## src/rtl/apb_master_mc.sv

```systemverilog
// rtl/apb_master_mc.sv - APB4 master: command in, one-hot multi-slave transfer, one-cycle response pulse
// Optional stalled-transfer abort is compiled in with `define APB_TIMEOUT_EN.
module apb_master_mc #(
  parameter int ADDR_WIDTH     = 8,
  parameter int DATA_WIDTH     = 8,
  parameter int PSEL_WIDTH     = 4,
  parameter int TIMEOUT_CYCLES = 16
) (
  input  logic                             PCLK_i,
  input  logic                             PRESET_i,
  input  logic                             CMD_VALID_i,
  output logic                             CMD_READY_o,
  input  logic                             CMD_WRITE_i,
  input  logic [ADDR_WIDTH-1:0]            CMD_ADDR_i,
  input  logic [PSEL_WIDTH-1:0]            CMD_SEL_i,
  input  logic [DATA_WIDTH-1:0]            CMD_WDATA_i,
  input  logic [DATA_WIDTH/8-1:0]          CMD_STRB_i,
  input  logic [2:0]                       CMD_PROT_i,
  output logic                             RSP_VALID_o,
  output logic [DATA_WIDTH-1:0]            RSP_RDATA_o,
  output logic                             RSP_ERR_o,
  output logic [ADDR_WIDTH-1:0]            PADDR_o,
  output logic                             PWRITE_o,
  output logic [PSEL_WIDTH-1:0]            PSEL_o,
  output logic                             PENABLE_o,
  output logic [DATA_WIDTH-1:0]            PWDATA_o,
  output logic [DATA_WIDTH/8-1:0]          PSTRB_o,
  output logic [2:0]                       PPROT_o,
  input  logic [PSEL_WIDTH-1:0]            PREADY_i,
  input  logic [PSEL_WIDTH-1:0]            PSLVERR_i,
  input  logic [PSEL_WIDTH*DATA_WIDTH-1:0] PRDATA_i
);

  localparam int STRB_WIDTH = DATA_WIDTH / 8;

  typedef enum logic [1:0] {IDLE, SETUP, ACCESS, ERR} state_t;

  state_t                  state_q, state_d;
  logic [ADDR_WIDTH-1:0]   paddr_q, paddr_d;
  logic                    pwrite_q, pwrite_d;
  logic [PSEL_WIDTH-1:0]   psel_q, psel_d;
  logic                    penable_q, penable_d;
  logic [DATA_WIDTH-1:0]   pwdata_q, pwdata_d;
  logic [STRB_WIDTH-1:0]   pstrb_q, pstrb_d;
  logic [2:0]              pprot_q, pprot_d;
  logic                    rsp_valid_q, rsp_valid_d;
  logic [DATA_WIDTH-1:0]   rsp_rdata_q, rsp_rdata_d;
  logic                    rsp_err_q, rsp_err_d;

  logic                    pready_sel, pslverr_sel;
  logic [DATA_WIDTH-1:0]   prdata_sel;
  logic                    sel_onehot, cmd_ready, accept, done, timeout;

  // psel_q is one-hot whenever a transfer is live, so an OR-mux picks the target slave
  always_comb begin
    pready_sel  = 1'b0;
    pslverr_sel = 1'b0;
    prdata_sel  = '0;
    for (int k = 0; k < PSEL_WIDTH; k++) begin
      if (psel_q[k]) begin
        pready_sel  = pready_sel | PREADY_i[k];
        pslverr_sel = pslverr_sel | PSLVERR_i[k];
        prdata_sel  = prdata_sel | PRDATA_i[k*DATA_WIDTH +: DATA_WIDTH];
      end
    end
  end

  assign sel_onehot = $onehot(CMD_SEL_i);
  assign done       = (state_q == ACCESS) && pready_sel;
  assign cmd_ready  = !PRESET_i && ((state_q == IDLE) || done);
  assign accept     = CMD_VALID_i && cmd_ready;

`ifdef APB_TIMEOUT_EN
  localparam int CNT_W = $clog2(TIMEOUT_CYCLES + 1);
  logic [CNT_W-1:0] cnt_q, cnt_d;

  always_comb begin
    cnt_d = '0;
    if ((state_q == ACCESS) && !pready_sel) cnt_d = cnt_q + CNT_W'(1);
  end

  assign timeout = (state_q == ACCESS) && !pready_sel &&
                   (cnt_q == CNT_W'(TIMEOUT_CYCLES - 1));

  always_ff @(posedge PCLK_i) begin
    if (PRESET_i) cnt_q <= '0;
    else          cnt_q <= cnt_d;
  end
`else
  localparam int unused_timeout_cycles = TIMEOUT_CYCLES;
  assign timeout = 1'b0;
`endif

  always_ff @(posedge PCLK_i) begin
    if (PRESET_i) begin
      state_q     <= IDLE;
      paddr_q     <= '0;
      pwrite_q    <= 1'b0;
      psel_q      <= '0;
      penable_q   <= 1'b0;
      pwdata_q    <= '0;
      pstrb_q     <= '0;
      pprot_q     <= '0;
      rsp_valid_q <= 1'b0;
      rsp_rdata_q <= '0;
      rsp_err_q   <= 1'b0;
    end else begin
      state_q     <= state_d;
      paddr_q     <= paddr_d;
      pwrite_q    <= pwrite_d;
      psel_q      <= psel_d;
      penable_q   <= penable_d;
      pwdata_q    <= pwdata_d;
      pstrb_q     <= pstrb_d;
      pprot_q     <= pprot_d;
      rsp_valid_q <= rsp_valid_d;
      rsp_rdata_q <= rsp_rdata_d;
      rsp_err_q   <= rsp_err_d;
    end
  end

  always_comb begin
    state_d = state_q;
    case (state_q)
      IDLE:    if (accept) state_d = sel_onehot ? SETUP : ERR;
      SETUP:   state_d = ACCESS;
      ACCESS: begin
        if (done)         state_d = accept ? (sel_onehot ? SETUP : ERR) : IDLE;
        else if (timeout) state_d = IDLE;
      end
      ERR:     state_d = IDLE;
      default: state_d = IDLE;
    endcase
  end

  always_comb begin
    paddr_d     = paddr_q;
    pwrite_d    = pwrite_q;
    psel_d      = psel_q;
    penable_d   = penable_q;
    pwdata_d    = pwdata_q;
    pstrb_d     = pstrb_q;
    pprot_d     = pprot_q;
    rsp_valid_d = 1'b0;
    rsp_rdata_d = '0;
    rsp_err_d   = 1'b0;
    case (state_q)
      SETUP: penable_d = 1'b1;
      ACCESS: begin
        if (done) begin
          rsp_valid_d = 1'b1;
          rsp_err_d   = pslverr_sel;
          rsp_rdata_d = pwrite_q ? '0 : prdata_sel;
          psel_d      = '0;
          penable_d   = 1'b0;
        end else if (timeout) begin
          rsp_valid_d = 1'b1;
          rsp_err_d   = 1'b1;
          psel_d      = '0;
          penable_d   = 1'b0;
        end
      end
      ERR: begin
        rsp_valid_d = 1'b1;
        rsp_err_d   = 1'b1;
      end
      default: ;
    endcase
    // A bad select still latches the fields but never raises PSEL
    if (accept) begin
      paddr_d   = CMD_ADDR_i;
      pwrite_d  = CMD_WRITE_i;
      pwdata_d  = CMD_WRITE_i ? CMD_WDATA_i : '0;
      pstrb_d   = CMD_WRITE_i ? CMD_STRB_i : '0;
      pprot_d   = CMD_PROT_i;
      psel_d    = sel_onehot ? CMD_SEL_i : '0;
      penable_d = 1'b0;
    end
  end

  assign CMD_READY_o = cmd_ready;
  assign RSP_VALID_o = rsp_valid_q;
  assign RSP_RDATA_o = rsp_rdata_q;
  assign RSP_ERR_o   = rsp_err_q;
  assign PADDR_o     = paddr_q;
  assign PWRITE_o    = pwrite_q;
  assign PSEL_o      = psel_q;
  assign PENABLE_o   = penable_q;
  assign PWDATA_o    = pwdata_q;
  assign PSTRB_o     = pstrb_q;
  assign PPROT_o     = pprot_q;

endmodule

```

## config.mk

```make
export PLATFORM = sky130hd
export DESIGN_NAME = apb_master_mc
export DESIGN_NICKNAME = d
export VERILOG_FILES = /design/src/rtl/apb_master_mc.sv
export SDC_FILE = /design/constraint.sdc
export NUM_CORES = 1
export LEC_CHECK = 0
export CAP_MARGIN = 20
export CORE_MARGIN = 4
export CORE_UTILIZATION = 39
export CTS_CLUSTER_DIAMETER = 80
export DETAILED_ROUTE_END_ITERATION = 10
export PLACE_DENSITY = 0.84
export RECOVER_POWER = 25
export SLEW_MARGIN = 30
export SYNTH_ARGS = -nofsm -noshare
export SYNTH_HDL_FRONTEND = slang
export SYNTH_SLANG_ARGS = --single-unit
```

## constraint.sdc

```tcl
create_clock -name PCLK_i -period 6.2 [get_ports PCLK_i]
set_input_delay 1.24 -clock PCLK_i [delete_from_list [all_inputs] [get_ports PCLK_i]]
set_output_delay 1.24 -clock PCLK_i [all_outputs]
set_load 0.005 [all_outputs]
```

==> impl_results.md <==
* # diodes at 0
* RR Startpoint: PSEL_o[1]
* DIE HEIGHT at 73.7 um
* Synthesized area per cell at between 10 and 15 um2
* Fin cells at about 320
* DRT antenna net count at 0
* Net count after synthesis at between 200 and 250
* Area Overhead vs Synth at 68.4%
* Post-route setup TNS at 0 ns
* Static leakage at 1.09 nW
* Critical path arrival at 3.30 ns
* Critical Path Start: PRESET_i
* Max Slew Vio Count at 0
* First-pass iteration count of the detailed router at 4
* Largest net degree at the start of global routing at 27
* Routability-driven placement congestion ratio at 0.757
* Ys async rst share at 0%
* IO Count at roughly 110
* Placed Area at 2740 um2
* Final min period at about 4.5 ns
* Setup Viol. Count Final at 0
* Routed len/inst at approximately 16 um
* Dpl hpwl at between 3000 and 4000 um
* DRC Markers at 0
* Worst Max-Slew Pin Slew at approximately 1 ns
* Setup Skew at 0.00502 ns
* Yosys reg bits at 38
* Yosys warns at 0
* Num rows at 23
* Crit share post-route at 73.3%
* Initial antenna violation count at 0
* Worst-path clk slew at 0.07 ns
* Post-Syn Instances at between 150 and 200
* Layout cells sized above 1 at under 10%
* Filler Cells Inserted at 325
* Worst Path Max Fanout at 26
* CTS root buffer: clkbuf_8
* Final wirelength at approximately 5000 um
* P per Cell Area at 200 nW/um2
* Commonest non-fill, non-tap cells in the layout: clkdlybuf4s50_1 (88), dfxtp_1 (38), a22oi_1 (18)
* CTS Buffer Depth at 2
* Syn Std Cell Area at about 1700 um2
* GRT Total Usage at between 15 and 20%
* Clock latency on the worst-skew pair at about 0.28 ns
* R2R Setup Slk at ~3.8 ns
* H-Tree Depth at 2
* Setup Crit Path Kind: in2out
* Sequential share of the synthesized area at ~45%
* Drt initial violations at 84
* Grt total ovfl at 0
* Max_slew headroom at roughly 35%
* Max Clk Rate at around 220 MHz
* Net count, final at approximately 340
* Vias/cell at approximately 5
* Effective utilization at floorplan at roughly two fifths
* CTS Hold Bufs at 0
* Top_reg_cell synth: dfxtp_1
* Post-CTS resize count at 0
* Worst VDD drop at 141 uV
* Placed Instances at approximately 310
* Commonest non-fill, non-tap cell in the layout: clkdlybuf4s50_1
* CTS tree: yes
* Cell variety after synth at 30
* Worst endpoint required time at around 5.0 ns
* Critical Path Start Type: input port
* IO Port Bufs at between 100 and 150
* Max_cap viols at 0
* Vias in the first global route at around 1600
* Status: finished, final reports clean
* Clock sinks at 38
* Final instance area at approximately 2800 um2
* Global-route wire length before repair at about 7400 um
* Core area at around 4100 um2
* Setup crit end kind: output port
* Die Width at between 70 and 80 um
* RSZ-0062 raised after global routing: no
* Worst Hold Launch: PWDATA_o[4]
* Tightest Hold Check Type: reg2reg
* Vias at ~1600
* Cts bufs inserted at 5
* Number of failing hold endpoints at the final stage at 0
* Post-CTS setup buffers at 0
* Die Area at 5430 um2
* Post-synth EDFFs at 0
-- routing by layer --
layer / vias to the layer above / track usage (%) / part of all wire (%)
met2: 54 / 28.1 / 50
met4: 0 / 6.84 / 2.2
met3: 11 / 4.65 / 5.9
li1: 793 / - / -
met1: 721 / 22.6 / 42
met5: - / 0 / 0
-- flip-flops by register name (all words and copies together), names as in the netlist --
signal       flops
state_q          2
RSP_ERR_o        1
PSTRB_o          1
PWDATA_o         8
RSP_VALID_o      1
PADDR_o          8
RSP_RDATA_o      8
PPROT_o          3
PENABLE_o        1
PWRITE_o         1
PSEL_o           4
-- path summary, 6_finish.rpt --
| kind | to | depth (start not counted) |
|---|---|---|
| setup reg to reg | PADDR_o[0] | 4 |
| hold / removal | PWDATA_o[4] | 2 |
| setup / recovery | CMD_READY_o | 5 |
| hold reg to reg | PWDATA_o[4] | 2 |
-- through the flow --
stage / setup slack (ns) / hold slack (ns) / power (mW) / utilization [%]
3_5_place_dp: 2.27 / 0.469 / 0.401 / 67.1
4_1_cts: 2.27 / 0.480 / 0.574 / 69.4
6_report: 1.66 / 0.475 / 0.567 / 69.3
5_1_grt: 1.52 / 0.506 / 0.592 / 69.3
2_1_floorplan: 3.23 / 0.465 / 0.323 / -
3_3_place_gp: 2.28 / 0.459 / 0.398 / 67.1
-- cell type report --
class                      count  area (um2)  share of cell area, %
multi-input combinational    106         831                   29.3
inverter                       9        33.8                   1.19
timing repair buffer         106        1050                   37.2
sequential                    38         761                   26.9
clock inverter                 1        5.00                  0.177
clock buffer                   7        86.3                   3.05
tap                           50        62.6                   2.21
-- synthesized netlist by cell type, types with 2 or more instances --
cell type | n | share of area (%)
a21oi_1 | 10 | 3.0
a22o_1 | 4 | 2.1
a22oi_1 | 18 | 8.0
a31oi_1 | 3 | 1.1
a32o_1 | 4 | 2.4
buf_6 | 2 | 1.3
clkbuf_1 | 6 | 1.3
dfxtp_1 | 38 | 45
ha_1 | 2 | 1.5
inv_1 | 9 | 2.0
mux2_2 | 6 | 4.0
mux2_4 | 6 | 5.4
mux2i_1 | 9 | 5.4
nand2_1 | 9 | 2.0
nand2b_1 | 11 | 4.1
nor2b_1 | 12 | 4.5
-- power by group --
part           switching, mW  internal (mW)
logic                 0.0393         0.0842
clock network         0.0842         0.0897
registers             0.0121          0.258
-- worst max-delay path, stage by stage --
cell and delay, ns:
dlygate4sd3_1 0.52, clkbuf_1 0.73, nor2_1 0.15, and2_1 0.21
clkdlybuf4s50_1 0.45
-- logic make-up after synthesis --
kind of cell | count (synthesis) | share of synthesized area [%]
muxes | 21 | 14.7
and+or+nand+nor | 36 | 11.9
DFF | 38 | 45.2
AOI/OAI and AO/OA | 46 | 20.1
adders and majority gates | 3 | 2.68
buffers and inverters | 19 | 5.36
Power figures use the tool's default switching activity.
